**config.mk**
```make
export PLATFORM = sky130hd
export DESIGN_NAME = gxsim_qspi_frontend
export DESIGN_NICKNAME = d
export VERILOG_FILES = /design/src/rtl/gxsim_qspi_frontend_pkg.sv /design/src/rtl/gxsim_qspi_sync.sv /design/src/rtl/gxsim_qspi_frontend.sv
export SDC_FILE = /design/constraint.sdc
export NUM_CORES = 1
export LEC_CHECK = 0
export ABC_AREA = 1
export BUFFER_PORTS_ARGS = -buffer_cell sky130_fd_sc_hd__buf_2
export CORE_MARGIN = 3
export CORE_UTILIZATION = 50
export DETAILED_ROUTE_END_ITERATION = 10
export GPL_ROUTABILITY_DRIVEN = 0
export GPL_TIMING_DRIVEN = 0
export PLACE_DENSITY = 0.85
export SYNTH_ARGS = -nofsm -noshare
export SYNTH_HDL_FRONTEND = slang
export SYNTH_SLANG_ARGS = --single-unit
```
**constraint.sdc**
```tcl
create_clock -name clk -period 4.7 [get_ports clk]
set_input_delay 0 -clock clk [delete_from_list [all_inputs] [get_ports clk]]
set_output_delay 0 -clock clk [all_outputs]
set_load 0.01 [all_outputs]
```
**src/rtl/gxsim_qspi_frontend_pkg.sv**
```systemverilog
// Shared types and constants for the GenX QSPI slave front end.
package gxsim_qspi_frontend_pkg;

  // Frame decode states
  typedef enum logic [2:0] {
    ST_IDLE  = 3'd0,
    ST_CMD   = 3'd1,
    ST_ADDR  = 3'd2,
    ST_WDATA = 3'd3,
    ST_DUMMY = 3'd4,
    ST_RDATA = 3'd5,
    ST_HOLD  = 3'd6,
    ST_ERROR = 3'd7
  } qspi_state_e;

  // Active-high chip-select identities
  localparam logic [1:0] CS_HOST = 2'b10;
  localparam logic [1:0] CS_BANK = 2'b01;

  localparam int unsigned CMD_NIBBLES   = 2;
  localparam int unsigned ADDR_NIBBLES  = 8;
  localparam int unsigned WDATA_NIBBLES = 8;
  localparam int unsigned SCK_CNT_W     = 10;
  localparam int unsigned WORD_W        = 32;

  // Decoded frame payload handed to the handler
  typedef struct packed {
    logic              rw;
    logic [WORD_W-1:0] address;
    logic [WORD_W-1:0] wdata;
  } qspi_frame_t;

  // Saturating SCK edge counter increment
  function automatic logic [SCK_CNT_W-1:0] sat_inc(input logic [SCK_CNT_W-1:0] v);
    return (&v) ? v : v + SCK_CNT_W'(1);
  endfunction

endpackage

```
**src/rtl/gxsim_qspi_sync.sv**
```systemverilog
// 2-flop synchronizer with registered rise/fall strobes of the synchronized level.
module gxsim_qspi_sync (
  input  logic clk,
  input  logic resetn,
  input  logic din,
  output logic dout,
  output logic rise,
  output logic fall
);

  logic [2:0] sh_q;

  // Two sync stages plus one history stage; strobes registered one clk later
  always_ff @(posedge clk or negedge resetn) begin
    if (!resetn) begin
      sh_q <= 3'b000;
      rise <= 1'b0;
      fall <= 1'b0;
    end else begin
      sh_q <= {sh_q[1:0], din};
      rise <= sh_q[1] & ~sh_q[2];
      fall <= ~sh_q[1] & sh_q[2];
    end
  end

  assign dout = sh_q[1];

endmodule

```
**src/rtl/gxsim_qspi_frontend.sv**
```systemverilog
// Oversampling QSPI slave front end: decodes command/address/write data and
// serializes handler read data back onto the IO lines.
module gxsim_qspi_frontend
  import gxsim_qspi_frontend_pkg::*;
#(
  parameter int unsigned SMEM_BW      = 512,
  parameter int unsigned DUMMY_CYCLES = 4
) (
  input  logic               clk,
  input  logic               resetn,
  input  logic               qspi_sck,
  input  logic [1:0]         qspi_cs_n,
  input  logic [3:0]         qspi_io_in,
  output logic [3:0]         qspi_io_out,
  output logic               qspi_io_oe,
  output logic [9:0]         sck_counts,
  output logic               rw,
  output logic [31:0]        address,
  output logic [1:0]         cs_id,
  output logic [31:0]        wdata,
  input  logic [SMEM_BW-1:0] rdata,
  output logic               notify_read,
  output logic               notify_write
);

  localparam int unsigned NIB_TOTAL = SMEM_BW / 4;
  localparam int unsigned NIB_W     = $clog2(NIB_TOTAL) + 1;

  // Synchronized inputs and strobes
  logic       sck_level_unused;
  logic       sck_rise;
  logic       sck_fall;
  logic [1:0] cs_n_s;
  logic [1:0] cs_rise_unused;
  logic [1:0] cs_fall;
  logic [3:0] io_s1_q;
  logic [3:0] io_s2_q;

  gxsim_qspi_sync u_sync_sck (
    .clk    (clk),
    .resetn (resetn),
    .din    (qspi_sck),
    .dout   (sck_level_unused),
    .rise   (sck_rise),
    .fall   (sck_fall)
  );

  gxsim_qspi_sync u_sync_cs0 (
    .clk    (clk),
    .resetn (resetn),
    .din    (qspi_cs_n[0]),
    .dout   (cs_n_s[0]),
    .rise   (cs_rise_unused[0]),
    .fall   (cs_fall[0])
  );

  gxsim_qspi_sync u_sync_cs1 (
    .clk    (clk),
    .resetn (resetn),
    .din    (qspi_cs_n[1]),
    .dout   (cs_n_s[1]),
    .rise   (cs_rise_unused[1]),
    .fall   (cs_fall[1])
  );

  // Plain 2-flop synchronizer for the IO nibble
  always_ff @(posedge clk or negedge resetn) begin
    if (!resetn) begin
      io_s1_q <= 4'h0;
      io_s2_q <= 4'h0;
    end else begin
      io_s1_q <= qspi_io_in;
      io_s2_q <= io_s1_q;
    end
  end

  logic [1:0] cs_act;
  logic       cs_start;
  logic       cs_idle;

  assign cs_act   = ~cs_n_s;
  // A falling cs_n edge is a fresh assertion; a CS held through reset never starts a frame
  assign cs_start = |cs_fall;
  assign cs_idle  = ~|cs_act;

  // Frame state and registered outputs
  qspi_state_e            state_q, state_d;
  logic [NIB_W-1:0]       nib_q, nib_d;
  logic [27:0]            in_sh_q, in_sh_d;
  logic [SMEM_BW-1:0]     rd_sh_q, rd_sh_d;
  qspi_frame_t            frame_q, frame_d;
  logic [1:0]             cs_id_q, cs_id_d;
  logic [SCK_CNT_W-1:0]   sck_cnt_q, sck_cnt_d;
  logic                   nr_q, nr_d;
  logic                   nw_q, nw_d;
  logic                   write_ok_q, write_ok_d;
  logic [3:0]             io_out_q, io_out_d;
  logic                   oe_q, oe_d;
  logic [WORD_W-1:0]      word_c;

  // Nibble just shifted in, completing a 32-bit word when the count is full
  assign word_c = {in_sh_q, io_s2_q};

  // State and output registers
  always_ff @(posedge clk or negedge resetn) begin
    if (!resetn) begin
      state_q    <= ST_IDLE;
      nib_q      <= '0;
      in_sh_q    <= '0;
      rd_sh_q    <= '0;
      frame_q    <= '0;
      cs_id_q    <= 2'b00;
      sck_cnt_q  <= '0;
      nr_q       <= 1'b0;
      nw_q       <= 1'b0;
      write_ok_q <= 1'b0;
      io_out_q   <= 4'h0;
      oe_q       <= 1'b0;
    end else begin
      state_q    <= state_d;
      nib_q      <= nib_d;
      in_sh_q    <= in_sh_d;
      rd_sh_q    <= rd_sh_d;
      frame_q    <= frame_d;
      cs_id_q    <= cs_id_d;
      sck_cnt_q  <= sck_cnt_d;
      nr_q       <= nr_d;
      nw_q       <= nw_d;
      write_ok_q <= write_ok_d;
      io_out_q   <= io_out_d;
      oe_q       <= oe_d;
    end
  end

  // Next-state and next-output decode
  always_comb begin
    state_d    = state_q;
    nib_d      = nib_q;
    in_sh_d    = in_sh_q;
    rd_sh_d    = rd_sh_q;
    frame_d    = frame_q;
    cs_id_d    = cs_id_q;
    sck_cnt_d  = sck_cnt_q;
    nr_d       = nr_q;
    nw_d       = nw_q;
    write_ok_d = write_ok_q;
    io_out_d   = io_out_q;
    oe_d       = oe_q;

    if (state_q == ST_IDLE) begin
      if (cs_start) begin
        cs_id_d    = cs_act;
        sck_cnt_d  = '0;
        nr_d       = 1'b0;
        nw_d       = 1'b0;
        write_ok_d = 1'b0;
        nib_d      = '0;
        state_d    = (&cs_act) ? ST_ERROR : ST_CMD;
      end
    end else if (cs_idle) begin
      // Release beats a coincident sck_rise; a partial nibble is dropped
      state_d = ST_IDLE;
      oe_d    = 1'b0;
      if (write_ok_q) begin
        nw_d       = 1'b1;
        write_ok_d = 1'b0;
      end
    end else begin
      if (sck_rise) begin
        sck_cnt_d = sat_inc(sck_cnt_q);
      end
      case (state_q)
        ST_CMD: begin
          if (sck_rise) begin
            in_sh_d = word_c[27:0];
            nib_d   = nib_q + NIB_W'(1);
            if (nib_q == NIB_W'(CMD_NIBBLES - 1)) begin
              frame_d.rw = word_c[7];
              nib_d      = '0;
              state_d    = ST_ADDR;
            end
          end
        end
        ST_ADDR: begin
          if (sck_rise) begin
            in_sh_d = word_c[27:0];
            nib_d   = nib_q + NIB_W'(1);
            if (nib_q == NIB_W'(ADDR_NIBBLES - 1)) begin
              frame_d.address = word_c;
              nr_d            = 1'b1;
              nib_d           = '0;
              state_d         = frame_q.rw ? ST_WDATA : ST_DUMMY;
            end
          end
        end
        ST_WDATA: begin
          if (sck_rise) begin
            in_sh_d = word_c[27:0];
            nib_d   = nib_q + NIB_W'(1);
            if (nib_q == NIB_W'(WDATA_NIBBLES - 1)) begin
              frame_d.wdata = word_c;
              write_ok_d    = 1'b1;
              nib_d         = '0;
              state_d       = ST_HOLD;
            end
          end
        end
        ST_DUMMY: begin
          if (sck_rise) begin
            nib_d = nib_q + NIB_W'(1);
            if (nib_q == NIB_W'(DUMMY_CYCLES - 1)) begin
              rd_sh_d = rdata;
              nib_d   = '0;
              state_d = ST_RDATA;
            end
          end
        end
        ST_RDATA: begin
          // Drive on fall; release the bus on the rise that samples the last nibble
          if (sck_fall && (nib_q < NIB_W'(NIB_TOTAL))) begin
            io_out_d = rd_sh_q[SMEM_BW-1 -: 4];
            rd_sh_d  = rd_sh_q << 4;
            oe_d     = 1'b1;
            nib_d    = nib_q + NIB_W'(1);
          end else if (sck_rise && (nib_q == NIB_W'(NIB_TOTAL))) begin
            oe_d    = 1'b0;
            state_d = ST_HOLD;
          end
        end
        default: begin
        end
      endcase
    end
  end

  assign qspi_io_out  = io_out_q;
  assign qspi_io_oe   = oe_q;
  assign sck_counts   = sck_cnt_q;
  assign rw           = frame_q.rw;
  assign address      = frame_q.address;
  assign cs_id        = cs_id_q;
  assign wdata        = frame_q.wdata;
  assign notify_read  = nr_q;
  assign notify_write = nw_q;

endmodule

```
==> results.toml, run 1 <==
[clock_tree]
cts-resized-gates = 0
numCtsBuffers = 71
cts-root-buf = "clkbuf_16"
h-tree-depth = 3
cts_buffer_depth = 3
cts_sinks = 657

[global_routing]
grt_pass1_vias = 37040
track_usage_pct = 45.37
grt_max_degree = 127
overflow = 16
grt_pass1_wl_um = 219000

[floorplanning]
row_count = 90
dieHeight_um = 253.5
initial_core_util_pct = 50.65
die_w_um = 253.5
ios = 605

[synth]
ys_types = 33
synth_top_cell_by_area = "dfrtp_1"
yosys-top-cells-count = "700 x nand2_1, 657 x dfrtp_1, 574 x inv_1"
yosysWarnings = 0
ys_seq_elements = 657
async_flop_share_pct = 100.0
synth-edff-count = 0
synth_seq_area_share_pct = 53.68
yosysTopAreaCellShare_pct = 53.68
synthCells = 3444
syn-cell-area_sq_um = 30630
synth.avg_cell_area_sq_um = 8.893
synth_most_common_cell = "nand2_1"
syn-num-nets = 3974
synth_ff_type = "dfrtp_1"
synth_area_leaders = "dfrtp_1 54%, o211ai_1 11%, nand2_1 8.6%"

[place]
numPortBuffers = 604
dp_hpwl_um = 68420
dpl_worst_slack_ps = 1875
dp.cells = 4836

[status]
status = "did not finish"
tool.error = "[ERROR GRT-0116] Global routing finished with congestion. Check the congestion regions in the DRC Viewer."
stop_stage = "global routing"
stage by stage:
stage | hold slack [ps] | cell area (sq um)
4_1_cts | 22.45 | 42360
3_5_place_dp | -114.9 | 34800
3_3_place_gp | 108.6 | 34630
2_1_floorplan | -295.6 | 30630
routing by layer:
| layer | track usage (%) | overflow |
|---|---|---|
| met5 | 10.45 | 0 |
| met4 | 36.63 | 6 |
| met3 | 29.52 | 0 |
| met2 | 61.69 | 10 |
| met1 | 48.48 | 0 |
cell families after synthesis:
group / count (synthesis) / synth area share, %
fa+ha+maj: 9 / 0.3677
simple gates: 796 / 10.15
flops: 657 / 53.68
compound gates: 1150 / 24.47
buf+inv: 830 / 11.28
xor+xnor: 2 / 0.05720
what timing repair did:
item,CTS
hold endpoints to repair,638
setup buffers,0
hold buffers,522
==> run 2: changes to the inputs <==
CORE_UTILIZATION = 35   (was 50)
PLACE_DENSITY = not set   (was 0.85)
PLACE_DENSITY_LB_ADDON = 0.15   (was not set)
==> run 2 against run 1 <==
Net effect:
- the flow now finishes without violations
- synthesized area stayed put
- synthesized cell count stayed put
==> results.toml, run 2 <==
[detailed_routing]
drc_errors = 0
via_per_inst = 4.842
ant_nets = 0
met2_length_um = 50750
top_layer_used = "met5"
wl_um = 106600
drtIter0Drc = 1753
drtPass1Iterations = 5
num_vias = 28560
met1_length_um = 47410
post_drt_wl_per_cell_um = 18.07
wl_met3_um = 5077

[global_routing]
grt_pass1_vias = 29520
grt_pass1_wl_um = 166500
track_usage_pct = 22.98
overflow = 0
grt_max_degree = 115
antenna_found_initial = 36

[timing]
finalSetupTns_ps = 0
drv_slew = 0
fin_crit_ps = 2879
max_slew_margin_pct = 25.23
worstMarginPinSlew_ps = 1122
hold_violations = 0
max_freq_mhz = 347.3
post-route-period-util_pct = 61.25
rsz0062_at_grt = "false"
setup_viol = 0
fin_ws_ps = 1821
fin_skew_ps = 35.06

[synth]
async_flop_share_pct = 100.0
synth_top_cell_by_area = "dfrtp_1"
syn-cell-area_sq_um = 30630
yosys-top-cells-count = "700 x nand2_1, 657 x dfrtp_1, 574 x inv_1"
ys_types = 33
synth.avg_cell_area_sq_um = 8.893
yosysWarnings = 0
synthCells = 3444
synth_most_common_cell = "nand2_1"
yosysTopAreaCellShare_pct = 53.68
synth-edff-count = 0
syn-num-nets = 3974
synth_ff_type = "dfrtp_1"
synth_seq_area_share_pct = 53.68
ys_seq_elements = 657
synth_area_leaders = "dfrtp_1 54%, o211ai_1 11%, nand2_1 8.6%"

[floorplanning]
dieHeight_um = 301.8
initial_core_util_pct = 35.63
coreArea_sq_um = 85950
ios = 605
row_count = 107
die_w_um = 301.8
dieArea_sq_um = 91100

[setup_path]
end_kind = "register"
required_ps = 5220
r2r_slack_ps = 1820
regToRegEndpoint = "rd_sh_q[154]"
r2r_cells = 8
critPathLaunchType = "register"
cp-startpoint = "state_q[1]"
critPathKind = "reg -> reg"
worstReg2RegStart = "state_q[1]"
critical_path.max_fanout = 10
crit_arrival_ps = 3400

[run]
maxCapViolations = 0

[final_layout]
nFillCells = 8196
regMostFlops = "rd_sh_q"
fin_cells = 5899
nets = 5187
drive_gt1_share_pct = 19.99
final_common_cell = "nand2_1"
seq_area_sq_um = 16440
final_cell_mix = "700 x nand2_1, 657 x dfrtp_1, 649 x buf_2"
multi_input_area_sq_um = 10730
area_delta_synth_final_pct = 41.44
largest_reg_flops = 512
post-route-cell-area_sq_um = 43320

[clock_tree]
cts_tree = "yes"
clock_latency_ps = 630
h-tree-depth = 3
cts_sinks = 657
post_cts_buffers = 0
hold_buffers = 523
cts-resized-gates = 0
numCtsBuffers = 78
cts-root-buf = "clkbuf_16"
clkTransAtPathRegs_ps = 60
cts_buffer_depth = 3

[status]
status = "completed"

[power]
pwr-share-seq_pct = 39.0
clockPowerShare_pct = 28.6
p_switching_mw = 7.845
p_leak_nw = 19.57
p_comb_share_pct = 32.4
p_int_mw = 14.47
swShare_pct = 35.16
vdd_drop_max_uv = 296.0
power_density_nw_per_um2 = 515.1

[place]
numPortBuffers = 604
place_area_sq_um = 35260
dp.cells = 5198
dpl_worst_slack_ps = 1738
dp_hpwl_um = 73610

[worst_hold_path]
hold_class = "in -> async"
run 2: cell counts after synthesis:
No cell type changed its count.
run 2: layout make-up:
cell class              count  area share, %
repair buffers           1133          19.51
well taps                1144          3.304
flip-flops and latches    657          37.95
diodes                     38         0.2195
clock buffers             114          5.398
plain buffers             249          2.940
inverters                 581          5.034
clock inverters            26         0.8665
multi-input cells        1957          24.78
run 2: worst max path at each step:
| stage | to | slack, ps | depth (start not counted) |
|---|---|---|---|
| 6_report | rd_sh_q[154] | 1820 | 8 |
| 3_5_place_dp | rd_sh_q[154] | 1740 | 8 |
| 3_3_place_gp | address[13] | -11350 | 1 |
| 2_1_floorplan | nib_q[3] | 2840 | 11 |
| 5_1_grt | rd_sh_q[154] | 1550 | 8 |
| 4_1_cts | rd_sh_q[154] | 1690 | 8 |
run 2: layer usage:
| layer | vias to the layer above | global-route usage [%] |
|---|---|---|
| met2 | 760 | 37.79 |
| met5 | - | 0 |
| met1 | 13690 | 30.67 |
| li1 | 13900 | - |
| met4 | 6 | 8.122 |
| met3 | 206 | 3.883 |
run 2: through the flow:
step	hold WS [ps]	total power, mW	utilization (%)
floorplan	-295.6	13.48	-
global placement	108.6	15.52	40.82
detailed placement	-2.439	15.63	41.02
CTS	4.482	22.52	50.29
global route	16.15	23.99	50.38
finish	17.26	22.31	50.40
run 2: cells by family after synthesis:
group | share of synthesized area (%)
compound gates | 24.47
xor+xnor | 0.05720
fa+ha+maj | 0.3677
buf+inv | 11.28
flops | 53.68
simple gates | 10.15
run 2: power groups by stage:
stage,clock network [mW],logic [mW],registers [mW]
4_1_cts,6.55,7.28,8.69
2_1_floorplan,0,4.84,8.64
5_1_grt,6.79,8.28,8.93
3_5_place_dp,0,6.85,8.78
3_3_place_gp,0,6.75,8.77
6_report,6.38,7.23,8.70
run 2: worst max-delay path: stages, from the launching register on:
cell and delay, ps:
dfrtp_1 520, inv_2 140, nand2_1 50, nor2_1 140, buf_2 310, clkbuf_1 680
clkbuf_1 540, o211ai_1 260, o21ai_1 130
No activity file was read; power rests on OpenSTA's default activity.
==> run 3: changes to the inputs <==
ABC_AREA = 0   (was 1)
clock period = 3 ns   (was 4.7 ns; I/O delays follow)
==> run 3 against run 2 <==
Net effect:
- combinational power up 73%
- clock skew decreased by 13 ps
- final cell count decreased by 5.0%
==> results.toml, run 3 <==
[status]
status = "completed"

[clock_tree]
cts_tree = "yes"
h-tree-depth = 3
cts_sinks = 657
cts_buffer_depth = 3
post_cts_buffers = 0
cts-root-buf = "clkbuf_16"
clkTransAtPathRegs_ps = 60
numCtsBuffers = 76
clock_latency_ps = 620

[power]
p_comb_share_pct = 33.9
p_leak_nw = 19.20
p_int_mw = 23.72
pwr-share-seq_pct = 38.7
power_density_nw_per_um2 = 886.6
p_switching_mw = 13.28
clockPowerShare_pct = 27.4
swShare_pct = 35.89
vdd_drop_max_uv = 510.5
power_mw = 37.01

[timing]
setup_viol = 0
hold_violations = 0
fin_crit_ps = 2734
rsz0062_at_grt = "false"
max_slew_margin_pct = 40.00
max_freq_mhz = 365.8
post-route-period-util_pct = 91.13
drv_slew = 0
worstMarginPinSlew_ps = 895.2
fin_skew_ps = 22.06
fin_ws_ps = 266.2

[floorplanning]
coreArea_sq_um = 82240
dieHeight_um = 294.3
die_w_um = 294.3
initial_core_util_pct = 35.37
dieArea_sq_um = 86610
row_count = 105
ios = 605

[synth]
synth_seq_area_share_pct = 56.52
synth_area_leaders = "dfrtp_1 57%, nand2_1 13%, a31oi_1 11%"
synthCells = 3226
syn-cell-area_sq_um = 29090
ys_seq_elements = 657
synth_ff_type = "dfrtp_1"
yosysWarnings = 0
synth_most_common_cell = "nand2_1"
synth_top_cell_by_area = "dfrtp_1"
ys_types = 54
syn-num-nets = 3756
synth-edff-count = 0
synth.avg_cell_area_sq_um = 9.017
yosysTopAreaCellShare_pct = 56.52
async_flop_share_pct = 100.0
yosys-top-cells-count = "1035 x nand2_1, 657 x dfrtp_1, 531 x nor2_1"

[worst_hold_path]
hold_depth = 2
hold_class = "in -> reg"
min_to = "io_s1_q[3]"
hp-start = "qspi_io_in[3]"

[setup_path]
critPathKind = "reg -> reg"
end_kind = "register"
required_ps = 3520
r2r_slack_ps = 270
crit_arrival_ps = 3250
r2r_cells = 7
worstReg2RegStart = "state_q[1]"
critPathLaunchType = "register"
critical_path.max_fanout = 10
regToRegEndpoint = "rd_sh_q[66]"

[detailed_routing]
met2_length_um = 47200
post_drt_wl_per_cell_um = 18.10
drtPass1Iterations = 9
drtIter0Drc = 1628
ant_nets = 0
drc_errors = 0
num_vias = 27710
top_layer_used = "met5"
via_per_inst = 4.944
met1_length_um = 44660
wl_um = 101500
wl_met3_um = 5964

[final_layout]
nets = 4969
final_cell_mix = "1034 x nand2_1, 657 x dfrtp_1, 650 x buf_2"
drive_gt1_share_pct = 22.03
regMostFlops = "rd_sh_q"
fin_util_pct = 50.75
area_delta_synth_final_pct = 43.49
nFillCells = 7780
final_common_cell = "nand2_1"
largest_reg_flops = 512

[global_routing]
grt_max_degree = 115
antenna_found_initial = 39
track_usage_pct = 22.80
overflow = 0
grt_pass1_vias = 27900
grt_pass1_wl_um = 156700

[run]
maxCapViolations = 0

[place]
dp_hpwl_um = 70750
numPortBuffers = 604
dpl_worst_slack_ps = -597.0
==> run 3: cell count changes in the layout (fill, tap and decap cells not counted), sizes merged, moves of 27 or more <==
cell / delta
a31oi: +508
inv: -565
nand2: +332
nand3: -27
nor2: +498
mux2: +99
buf: +27
o211ai: -508
clkbuf: -47
o21ai: -609
==> run 3: power by group through the flow <==
| stage | clock (mW) | combinational, mW | sequential (mW) |
|---|---|---|---|
| final | 10.2 | 12.5 | 14.3 |
| after global routing | 10.8 | 14.2 | 14.7 |
| after CTS | 10.4 | 12.6 | 14.3 |
| after detailed placement | 0 | 12.0 | 14.4 |
| after global placement | 0 | 11.8 | 14.4 |
| after floorplan | 0 | 8.74 | 13.9 |
==> run 3: layout make-up <==
type | instances | area (sq um) | share of cell area (%)
Antenna cell | 36 | 90.09 | 0.2158
Sequential cell | 657 | 16440 | 39.39
Multi-Input combinational cell | 2307 | 11180 | 26.78
Inverter | 15 | 56.30 | 0.1349
Tap cell | 1070 | 1339 | 3.207
Clock buffer | 97 | 2092 | 5.012
Timing Repair Buffer | 1136 | 8481 | 20.32
Clock inverter | 40 | 638.1 | 1.529
Buffer | 246 | 1426 | 3.417
==> run 3: critical path, stage by stage, from the launching register on <==
cell,delay [ps]
dfrtp_1,470
buf_2,220
and3b_1,220
clkbuf_1,370
clkbuf_1,600
clkbuf_1,430
nand2_1,130
a31oi_1,200
==> run 3: timing repair <==
action,CTS,global route
setup endpoints to repair,204,352
hold buffers,526,0
hold endpoints to repair,757,0
resized for setup,2,19
==> run 3: how the worst max path moves through the flow <==
stage | startpoint | to | slack [ps]
2_1_floorplan | nib_q[0] | rd_sh_q[221] | 800
5_1_grt | state_q[1] | rd_sh_q[110] | 30
3_3_place_gp | resetn | rd_sh_q[178] | -12910
3_5_place_dp | state_q[1] | rd_sh_q[318] | -600
6_report | state_q[1] | rd_sh_q[66] | 270
4_1_cts | state_q[1] | rd_sh_q[332] | -180
==> run 3: per-layer routing <==
layer,global-route usage (%),up-vias
met5,0,-
met4,8.179,14
met1,30.56,13290
met2,36.64,832
met3,4.740,232
li1,-,13340
==> run 3: kinds of logic (layout without fill, tap and decap cells) <==
family	count (synthesis)	count (layout)	share of synthesized area, %
AOI/OAI and AO/OA	571	571	12.44
xor gates and xnor gates	8	8	0.2409
adders and majority gates	9	9	0.3871
buffers and inverters	262	1534	5.067
DFF	657	657	56.52
muxes	103	103	3.970
other	0	36	0
and+or+nand+nor	1616	1616	21.38
==> run 3: stage by stage <==
step / cells / area, sq um / hold WS, ps / TNS (ps)
detailed placement: 4906 / 33630 / -31.44 / -58830
global route: 5587 / 41700 / 46.96 / 0
global placement: 4900 / 33450 / 108.4 / -8440070
floorplan: 3226 / 29090 / -295.6 / 0
CTS: 5568 / 41640 / 9.045 / -14630
finish: 5604 / 41740 / 60.01 / 0
